===== src/rtl/branch_resolve_unit_pkg.sv =====
// Shared decode constants, FSM state type and immediate extractors for the
// fetch predictor and the execute-stage branch resolver.
package branch_resolve_unit_pkg;

    localparam logic [4:0] OP_BRANCH = 5'b11000;
    localparam logic [4:0] OP_JAL    = 5'b11011;
    localparam logic [4:0] OP_JALR   = 5'b11001;

    localparam logic [2:0] F3_BEQ  = 3'b000;
    localparam logic [2:0] F3_BNE  = 3'b001;
    localparam logic [2:0] F3_BLT  = 3'b100;
    localparam logic [2:0] F3_BGE  = 3'b101;
    localparam logic [2:0] F3_BLTU = 3'b110;
    localparam logic [2:0] F3_BGEU = 3'b111;

    typedef enum logic {
        IDLE,
        FLUSH
    } state_e;

    function automatic logic [31:0] imm_b(input logic [31:0] instr);
        return {{20{instr[31]}}, instr[7], instr[30:25], instr[11:8], 1'b0};
    endfunction

    function automatic logic [31:0] imm_j(input logic [31:0] instr);
        return {{12{instr[31]}}, instr[19:12], instr[20], instr[30:21], 1'b0};
    endfunction

    function automatic logic [31:0] imm_i(input logic [31:0] instr);
        return {{21{instr[31]}}, instr[30:20]};
    endfunction

endpackage


===== src/rtl/branch_resolve_unit_cmp.sv =====
// Conditional-branch comparator: funct3 plus both operands -> taken.
// Reserved funct3 encodings resolve as not-taken.
module branch_cmp
    import branch_resolve_unit_pkg::*;
(
    input  logic [2:0]  funct3_i,
    input  logic [31:0] rs1_i,
    input  logic [31:0] rs2_i,
    output logic        taken_o
);

    always_comb begin
        taken_o = 1'b0;
        case (funct3_i)
            F3_BEQ:  taken_o = (rs1_i == rs2_i);
            F3_BNE:  taken_o = (rs1_i != rs2_i);
            F3_BLT:  taken_o = ($signed(rs1_i) <  $signed(rs2_i));
            F3_BGE:  taken_o = ($signed(rs1_i) >= $signed(rs2_i));
            F3_BLTU: taken_o = (rs1_i <  rs2_i);
            F3_BGEU: taken_o = (rs1_i >= rs2_i);
            default: taken_o = 1'b0;
        endcase
    end

endmodule


===== src/rtl/branch_resolve_unit.sv =====
// Execute-stage branch resolution: computes real outcome/target, compares with
// the fetch prediction, redirects fetch and flushes IF/ID on a mismatch.
module branch_resolve_unit
    import branch_resolve_unit_pkg::*;
#(
    parameter int unsigned FLUSH_CYCLES = 2,
    parameter int unsigned COUNT_W      = 32
) (
    input  logic               clk,
    input  logic               reset,
    input  logic               i_valid,
    input  logic [31:0]        i_instr,
    input  logic [31:0]        i_pc,
    input  logic [31:0]        i_rs1_data,
    input  logic [31:0]        i_rs2_data,
    input  logic               i_pred_taken,
    input  logic [31:0]        i_pred_pc,
    output logic               o_redirect,
    output logic [31:0]        o_redirect_pc,
    output logic               o_flush,
    output logic [COUNT_W-1:0] o_branch_cnt,
    output logic [COUNT_W-1:0] o_mispred_cnt
);

    localparam int unsigned   FC_W    = (FLUSH_CYCLES > 1) ? $clog2(FLUSH_CYCLES) : 1;
    localparam logic [FC_W-1:0] FC_LOAD = FC_W'(FLUSH_CYCLES - 1);

    state_e             state_q, state_d;
    logic [FC_W-1:0]    flush_cnt_q, flush_cnt_d;
    logic               redirect_q;
    logic [31:0]        redirect_pc_q;
    logic [COUNT_W-1:0] branch_cnt_q, mispred_cnt_q;

    logic        is_branch, is_jal, is_jalr, is_ctrl;
    logic        cmp_taken, actual_taken, accept, mispredict;
    logic [31:0] target, fallthrough, correct_pc;
    logic        unused_instr_bits;

    assign unused_instr_bits = ^i_instr[1:0];

    branch_cmp u_cmp (
        .funct3_i (i_instr[14:12]),
        .rs1_i    (i_rs1_data),
        .rs2_i    (i_rs2_data),
        .taken_o  (cmp_taken)
    );

    always_comb begin
        is_branch   = (i_instr[6:2] == OP_BRANCH);
        is_jal      = (i_instr[6:2] == OP_JAL);
        is_jalr     = (i_instr[6:2] == OP_JALR);
        is_ctrl     = is_branch | is_jal | is_jalr;
        fallthrough = i_pc + 32'd4;
        target      = fallthrough;
        if (is_branch) target = i_pc + imm_b(i_instr);
        if (is_jal)    target = i_pc + imm_j(i_instr);
        if (is_jalr)   target = (i_rs1_data + imm_i(i_instr)) & ~32'd1;
        actual_taken = is_jal | is_jalr | (is_branch & cmp_taken);
        correct_pc   = actual_taken ? target : fallthrough;
        accept       = i_valid && (state_q == IDLE);
        // Non-control instrs fall out naturally: actual_taken=0, so pred_taken=1 mismatches.
        mispredict   = accept && ((actual_taken != i_pred_taken) ||
                                  (actual_taken && i_pred_taken && (i_pred_pc != target)));
    end

    always_ff @(posedge clk or posedge reset) begin
        if (reset) begin
            state_q     <= IDLE;
            flush_cnt_q <= '0;
        end else begin
            state_q     <= state_d;
            flush_cnt_q <= flush_cnt_d;
        end
    end

    always_comb begin
        state_d     = state_q;
        flush_cnt_d = flush_cnt_q;
        case (state_q)
            IDLE: begin
                if (mispredict) begin
                    state_d     = FLUSH;
                    flush_cnt_d = FC_LOAD;
                end
            end
            FLUSH: begin
                if (flush_cnt_q == '0) state_d = IDLE;
                else                   flush_cnt_d = flush_cnt_q - FC_W'(1);
            end
            default: state_d = IDLE;
        endcase
    end

    always_comb begin
        o_flush = (state_q == FLUSH);
    end

    always_ff @(posedge clk or posedge reset) begin
        if (reset) begin
            redirect_q    <= 1'b0;
            redirect_pc_q <= '0;
            branch_cnt_q  <= '0;
            mispred_cnt_q <= '0;
        end else begin
            redirect_q <= mispredict;
            if (mispredict) redirect_pc_q <= correct_pc;
            if (accept && is_ctrl && (branch_cnt_q != '1))
                branch_cnt_q <= branch_cnt_q + COUNT_W'(1);
            if (mispredict && (mispred_cnt_q != '1))
                mispred_cnt_q <= mispred_cnt_q + COUNT_W'(1);
        end
    end

    assign o_redirect    = redirect_q;
    assign o_redirect_pc = redirect_pc_q;
    assign o_branch_cnt  = branch_cnt_q;
    assign o_mispred_cnt = mispred_cnt_q;

endmodule


===== config.mk =====
export PLATFORM = sky130hd
export DESIGN_NAME = branch_resolve_unit
export DESIGN_NICKNAME = d
export VERILOG_FILES = /design/src/rtl/branch_resolve_unit_pkg.sv /design/src/rtl/branch_resolve_unit_cmp.sv /design/src/rtl/branch_resolve_unit.sv
export SDC_FILE = /design/constraint.sdc
export NUM_CORES = 1
export LEC_CHECK = 0
export ABC_AREA = 1
export ABC_CLOCK_PERIOD_IN_PS = 3050
export CELL_PAD_IN_SITES_DETAIL_PLACEMENT = 0
export CELL_PAD_IN_SITES_GLOBAL_PLACEMENT = 2
export CORE_MARGIN = 2
export CORE_UTILIZATION = 25
export DETAILED_ROUTE_END_ITERATION = 10
export PLACE_DENSITY_LB_ADDON = 0.1
export SETUP_SLACK_MARGIN = 0.1
export SLEW_MARGIN = 10
export SYNTH_ARGS = -nofsm -noshare
export SYNTH_HDL_FRONTEND = slang
export SYNTH_HIERARCHICAL = 1
export SYNTH_SLANG_ARGS = --single-unit

===== constraint.sdc =====
create_clock -name clk -period 3.05 [get_ports clk]
set_input_delay 0.61 -clock clk [delete_from_list [all_inputs] [get_ports clk]]
set_output_delay 0.61 -clock clk [all_outputs]
set_load 0.1 [all_outputs]

==> summary.md, run 1 <==
| Metric | Value |
|---|---|
| Total GRT Usage | `24.9%` |
| Fraction of synthesized area in multiplexers | `0%` |
| Slew headroom | `54.5%` |
| Sequential share of the synthesized area | `17.0%` |
| Total gr overflow | `0` |
| Num rows | `88` |
| Largest net degree at the start of global routing | `100` |
| GP Congestion | `0.904` |
| Top Usage Layer GRT | `met2` |
| Slowest CP cell | `ha_4` |
| Area delta synth->final | `78.9%` |
| Largest family of logic cells by synthesized area | `simple AND/OR/NAND/NOR gates` |
| Die height | `245 µm` |
| Clock Skew | `21.3 ps` |
| Post-DRT Antenna Nets | `0` |
| Setup crit start kind | `input pin` |
| Pins Over Slew Limit | `0` |
| Number of I/O port buffers | `259` |
| 1st-iter DRT viols | `1085` |
| Power Density | `359 mW/mm²` |
| Async set-reset flop share out of synthesis | `100%` |
| Setup CP Type | `in -> reg` |
| Wirelength, routed | `77200 µm` |
| Avg Cell Area, Syn | `5.74 µm²` |
| Total Die Area | `0.0602 mm²` |
| Worst-Skew Late Latency | `390 ps` |
| Top Family by Delay on Critical Path | `simple AND/OR/NAND/NOR gates` |
| Nets@finish | `3669` |
| Post-Syn Instances | `2539` |
| Hpwl dp | `64200 µm` |
| Top post-synthesis cells by area | `nand2_1 23%, dfrtp_1 17%, inv_1 9.4%` |
| CP Buf/Inv Count | `8` |
| Syn. warnings | `6` |
| Clock tree buffer depth | `2` |
| Synth Area in Compound Gates | `10.0%` |
| DR WL/cell | `18.5 µm` |
| CTS tree | `done` |
| Number of H-tree levels | `3` |
| CP Data Arrival Time | `3750 ps` |
| Design Power | `0.00937 W` |
| Vias in the first global route | `19.1k` |
| Most instantiated cells after synthesis | `895 x nand2_1, 365 x inv_1, 242 x nand3_1` |
| Core ar. | `0.0577 mm²` |
| EDFF count, synth | `0` |
| Initial antenna violation count | `2` |
| Critical Path Sink Type | `register` |
| Synthesized flop and latch total | `99` |
| Xor/xnor share of the synthesized area | `4.93%` |
| Setup-failing EPs final | `67` |
| Layout cells sized above 1 | `41.2%` |
| Largest stage delay, worst path | `320 ps` |
| Setup TNS | `-25380 ps` |
| Outcome | `complete, but fails checks` |
| Min setup slack post-route | `-420 ps` |
| Met3 layer usage reported by global route | `1.95%` |
| Minimum clock period | `3470 ps` |
| Starting Density | `25.3%` |
| Filler cell count | `6137` |
| F_max | `288 MHz` |
| Drc violations | `0` |
| Crit share post-route | `114%` |
| CP required | `3330 ps` |
| Worst-path clk slew | `90 ps` |
| Mapped Area | `0.0146 mm²` |
| Post-Syn Nets | `2815` |
| Failing checks | `negative setup slack` |
| Max-cap violations | `0` |
| Top cell by count, worst path | `nand2_1` |
| Hold Crit Class | `reg -> reg` |
| Largest area contributor in the netlist | `nand2_1` |
| Simple-gate share of the synthesized area | `46.9%` |
| Post-synthesis adder-cell area fraction | `9.77%` |
| Drt first pass iters | `5` |
| Clk Tree Root Cell | `clkbuf_16` |
| CP max FO | `8` |
| RSZ-0062 raised after global routing | `yes` |
| CTS hold repair buffers | `0` |
| Layout Utilization | `45.2%` |
| Fin. Hold Viols | `0` |
| Most numerous cell in the Yosys netlist | `nand2_1` |
| Worst slew pin tran | `677 ps` |
| Global-route wire length before repair | `114000 µm` |
| Total vias in the final route | `19.5k` |
| Met1 GRT Util | `32.9%` |
| Synth top area share | `23.1%` |
| Synth Flop Type | `dfrtp_1` |
| Yosys cell types | `51` |
| Routed vias/inst | `4.68` |
| FF-to-FF setup slack | `150 ps` |
| DIE WIDTH | `245 µm` |
| Clock tree sinks | `99` |
| Post-placement cell area | `0.0221 mm²` |
| Ports | `262` |
| Worst vdd ir | `0.795 mV` |
| Cell area after layout | `0.0261 mm²` |
| CTS buffer count | `9` |
| Met2 usage | `43.8%` |
| LEAKAGE | `13.2 nW` |
## cell type report
type	count	area (µm²)	share of cell area (%)
tap	765	957	3.67
clock inverter	7	93.8	0.360
inverter	372	1430	5.48
sequential	99	2490	9.53
antenna	2	5.00	0.0192
multi-input combinational	2025	13300	51.1
timing repair buffer	886	7540	28.9
clock buffer	9	225	0.864
## cell usage in the layout (no fill, tap or decap), types with 26 or more instances in the layout
| master | n |
|---|---|
| buf_6 | 34 |
| buf_4 | 661 |
| nand2_2 | 169 |
| xor2_1 | 49 |
| dfrtp_1 | 92 |
| ha_1 | 35 |
| nor2_1 | 146 |
| a21oi_1 | 43 |
| nor2_2 | 56 |
| nand4_1 | 72 |
| nor2_4 | 26 |
| o21ai_1 | 29 |
| nand2_1 | 729 |
| clkdlybuf4s50_1 | 84 |
| o21ai_2 | 41 |
| nand2_4 | 29 |
| xnor2_1 | 27 |
| dlygate4sd2_1 | 31 |
| nand3_2 | 62 |
| nand3_1 | 171 |
| a21oi_2 | 55 |
| nor3_1 | 30 |
| inv_1 | 338 |
| ha_4 | 72 |
## state kept, by name, indices dropped and copies added, names as in the netlist
signal / cells
o_redirect: 1
o_mispred_cnt: 32
o_flush: 1
flush_cnt_q: 1
o_redirect_pc: 32
o_branch_cnt: 32
## metrics by stage
| stage | cells | setup slack [ps] | hold WS (ps) |
|---|---|---|---|
| CTS | 4134 | -433 | 486 |
| finish | 4165 | -420 | 485 |
| global route | 4165 | -566 | 504 |
| global placement | 4087 | -1530 | 472 |
| floorplan | 2539 | -225 | 488 |
| detailed placement | 4087 | -1590 | 476 |
## report_power, final
| part | total [W] | switching (W) | internal (W) |
|---|---|---|---|
| clock | 0.00131 | 0.000652 | 0.000662 |
| sequential | 0.00184 | 0.000286 | 0.00155 |
| combinational | 0.00622 | 0.00402 | 0.00219 |
| total | 0.00937 | 0.00496 | 0.00441 |
## cell families after synthesis
logic type | Yosys count
AO/OA/AOI/OAI | 253
XOR/XNOR | 82
adder cells (fa/ha/maj) | 112
buffers and inverters | 415
flip-flops | 99
AND/OR/NAND/NOR | 1578
## path summary, 6_finish.rpt
| check | startpoint | to | cells past startpoint |
|---|---|---|---|
| worst max-delay path | i_instr[31] | o_redirect_pc[26] | 27 |
| worst min-delay path | o_branch_cnt[6] | o_branch_cnt[6] | 1 |
| worst min register to register | o_branch_cnt[6] | o_branch_cnt[6] | 1 |
| worst max register to register | o_mispred_cnt[3] | o_mispred_cnt[25] | 9 |
| max in group asynchronous | reset | o_branch_cnt[6] | 3 |
| min in group asynchronous | reset | o_mispred_cnt[11] | 3 |
## metal layers
metal	routed length, µm	vias to the layer above	share of wire (%)
met5	0	-	0
met4	1640	0	2.1
met3	2790	60	3.6
met2	37400	400	49
met1	35300	9117	46
li1	-	9922	-
## timing repair
action | CTS | global route
setup buffers | 23 | 26
setup endpoints to repair | 78 | 77
pin swaps | 86 | 148
gates resized for setup | 531 | 346
gates cloned | 8 | 3
No activity file was read; power rests on OpenSTA's default activity.
==> run 2: changes to the inputs <==
--- a/config.mk
+++ b/config.mk
@@ -12,7 +12,7 @@
 export CORE_MARGIN = 2
 export CORE_UTILIZATION = 25
 export DETAILED_ROUTE_END_ITERATION = 10
-export PLACE_DENSITY_LB_ADDON = 0.1
+export PLACE_DENSITY_LB_ADDON = 0.15
 export SETUP_SLACK_MARGIN = 0.1
 export SLEW_MARGIN = 10
 export SYNTH_ARGS = -nofsm -noshare
==> summary.md, run 2 (same netlist as run 1, synthesis figures left out) <==
| Metric | Value |
|---|---|
| Outcome | `complete, but fails checks (unchanged)` |
| Failing checks | `negative setup slack (unchanged)` |
| Net switching power | `0.00499 W (was 0.00496 W)` |
| Vias in the first global route | `19.7k (was 19.1k)` |
| Minimum clock period | `3430 ps (was 3470 ps)` |
| Hpwl dp | `61700 µm (was 64200 µm)` |
| Worst Min Path Start | `o_branch_cnt[6] (unchanged)` |
| Hold path cells | `1 (unchanged)` |
| Post-DRT Antenna Nets | `0 (unchanged)` |
| Slowest CP cell | `ha_4 (unchanged)` |
| Power Internal | `0.00453 W (was 0.00441 W)` |
| Slew headroom | `51.6% (was 54.5%)` |
| Max-cap violations | `0 (unchanged)` |
| FF-to-FF path depth | `10 (was 9)` |
| Top cell by count, worst path | `nand2_1 (unchanged)` |
| CP required | `3360 ps (was 3330 ps)` |
| Worst vdd ir | `0.885 mV (was 0.795 mV)` |
| CTS tree | `done (unchanged)` |
| Met3 layer usage reported by global route | `2.40% (was 1.95%)` |
| Crit share post-route | `112% (was 114%)` |
| CTS hold repair buffers | `0 (unchanged)` |
| Largest stage delay, worst path | `290 ps (was 320 ps)` |
| Ports | `262 (unchanged)` |
| Critical Path Sink Type | `register (unchanged)` |
| DR WL/cell | `17.7 µm (was 18.5 µm)` |
| Fin. Hold Viols | `0 (unchanged)` |
| Die height | `245 µm (unchanged)` |
| DIE WIDTH | `245 µm (unchanged)` |
| Most frequent cells in the layout | `699 x buf_4, 668 x nand2_1, 317 x inv_1, 210 x nand2_2, 157 x nand3_1 (was 729 x nand2_1, 661 x buf_4, 338 x inv_1, 171 x nand3_1, 169 x nand2_2)` |
| Number of H-tree levels | `3 (unchanged)` |
| CTS buffer count | `9 (unchanged)` |
| Worst-path clk slew | `70 ps (was 90 ps)` |
| F_max | `291 MHz (was 288 MHz)` |
| Clock Skew | `14.6 ps (was 21.3 ps)` |
| Number of I/O port buffers | `259 (unchanged)` |
| Hold path endpoint | `o_branch_cnt[6] (unchanged)` |
| Commonest non-fill, non-tap cell in the layout | `buf_4 (was nand2_1)` |
| Sequential Power Share | `19.8% (was 19.6%)` |
| Initial antenna violation count | `0 (was 2)` |
| Clock network fraction of total power | `13.2% (was 14.0%)` |
| Total Die Area | `0.0602 mm² (unchanged)` |
| GP Congestion | `0.919 (was 0.904)` |
| 1st-iter DRT viols | `957 (was 1085)` |
| Num rows | `88 (unchanged)` |
| Setup crit start kind | `input pin (unchanged)` |
| Largest net degree at the start of global routing | `39 (was 100)` |
| Area delta synth->final | `85.1% (was 78.9%)` |
| Starting Density | `25.3% (unchanged)` |
| Critical R2R Capture | `o_mispred_cnt[24] (was o_mispred_cnt[25])` |
| RSZ-0062 raised after global routing | `yes (unchanged)` |
| Global-route wire length before repair | `112000 µm (was 114000 µm)` |
| Setup CP Type | `in -> reg (unchanged)` |
| Hold Crit Class | `reg -> reg (unchanged)` |
| FF-to-FF setup slack | `330 ps (was 150 ps)` |
| Power Density | `353 mW/mm² (was 359 mW/mm²)` |
| Non-Filler Instances | `4218 (was 4165)` |
| Pins Over Slew Limit | `0 (unchanged)` |
| Met1 GRT Util | `31.1% (was 32.9%)` |
| Total vias in the final route | `19.6k (was 19.5k)` |
| Combinational share of power | `67.0% (was 66.4%)` |
| Setup-failing EPs final | `67 (unchanged)` |
| Routed vias/inst | `4.65 (was 4.68)` |
| Layout cells sized above 1 | `45.2% (was 41.2%)` |
| Drc violations | `0 (unchanged)` |
| Worst-Skew Late Latency | `380 ps (was 390 ps)` |
| Nets@finish | `3724 (was 3669)` |
| Total gr overflow | `0 (unchanged)` |
| Total GRT Usage | `24.3% (was 24.9%)` |
| R2R Path Start | `o_mispred_cnt[3] (unchanged)` |
| CP max FO | `8 (unchanged)` |
| Clk Tree Root Cell | `clkbuf_16 (unchanged)` |
| Min setup slack post-route | `-381 ps (was -420 ps)` |
| Cell Count Post-Placement | `4109 (was 4087)` |
| Met2 usage | `42.8% (was 43.8%)` |
| # diodes | `0 (was 2)` |
| Clock tree sinks | `99 (unchanged)` |
| Clock tree buffer depth | `2 (unchanged)` |
| Worst slew pin tran | `724 ps (was 677 ps)` |
| Top Usage Layer GRT | `met2 (unchanged)` |
| Drt first pass iters | `6 (was 5)` |
| Layout Utilization | `46.7% (was 45.2%)` |
| Switching power share of the total | `52.4% (was 52.9%)` |
| Wirelength, routed | `74500 µm (was 77200 µm)` |
| LEAKAGE | `13.5 nW (was 13.2 nW)` |
| Core ar. | `0.0577 mm² (unchanged)` |
| CP Data Arrival Time | `3740 ps (was 3750 ps)` |
-- run 2: cell count changes in the layout (fill, tap and decap cells not counted), moves of 22 or more --
cell and change:
buf_4 +38, clkdlybuf4s50_1 -39, dlygate4sd2_1 +41, inv_2 +22, nand2_1 -61, nand2_2 +41
-- run 2: final cells by class --
type,instances,area [µm²]
Fill cell,6153,30700
Tap cell,765,957
Timing Repair Buffer,941,8050
Clock inverter,7,93.8
Sequential cell,99,2490
Multi-Input combinational cell,2025,13700
Clock buffer,9,225
Inverter,372,1430
-- run 2: worst max path at each step --
stage,from,endpoint,slack [ps],cells past startpoint
after floorplan,i_rs2_data[31],o_redirect_pc[9],-220,25
after global placement,i_pc[1],o_redirect_pc[14],-1510,29
after detailed placement,i_pc[1],o_redirect_pc[0],-1520,31
after CTS,i_pc[1],o_redirect_pc[12],-300,27
after global routing,i_instr[31],o_redirect_pc[14],-550,26
final,i_instr[31],o_mispred_cnt[24],-380,29
-- run 2: what timing repair did --
action / CTS / global route
pin swaps: 258 / 99
setup buffers: 77 / 7
endpoints found under the hold margin: 0 / 0
gates resized for setup: 880 / 198
endpoints found under the setup margin: 78 / 78
gates cloned: 10 / 2
-- run 2: metrics by stage --
stage | hold WS (ps) | instance area, µm² | power (W) | TNS (ps) | setup WS, ps
after floorplan | 488 | 14700 | 0.00515 | -13460 | -225
after global placement | 474 | 22400 | 0.00726 | -105960 | -1510
after detailed placement | 477 | 22400 | 0.00730 | -105860 | -1520
after CTS | 487 | 26200 | 0.00937 | -16750 | -303
after global routing | 513 | 27000 | 0.0101 | -34720 | -552
final | 491 | 27000 | 0.00953 | -22530 | -381
-- run 2: layer usage --
metal / part of all wire (%) / wire, µm
met5: 0 / 0
met1: 45 / 33300
met3: 4.1 / 3050
met4: 2.9 / 2190
met2: 48 / 36100
-- run 2: critical path: cells and delay by family --
| family | cells | cell delay (ps) |
|---|---|---|
| AOI/OAI and AO/OA | 1 | 70 |
| adders and majority gates | 1 | 290 |
| buffers and inverters | 9 | 1340 |
| and+or+nand+nor | 18 | 1400 |
-- run 2: power by group through the flow --
stage	clock (W)	sequential (W)	combinational, W
after CTS	0.00129	0.00186	0.00622
after floorplan	0	0.00346	0.00169
after global routing	0.00135	0.00190	0.00681
after detailed placement	0	0.00187	0.00543
after global placement	0	0.00187	0.00539
final	0.00126	0.00188	0.00639
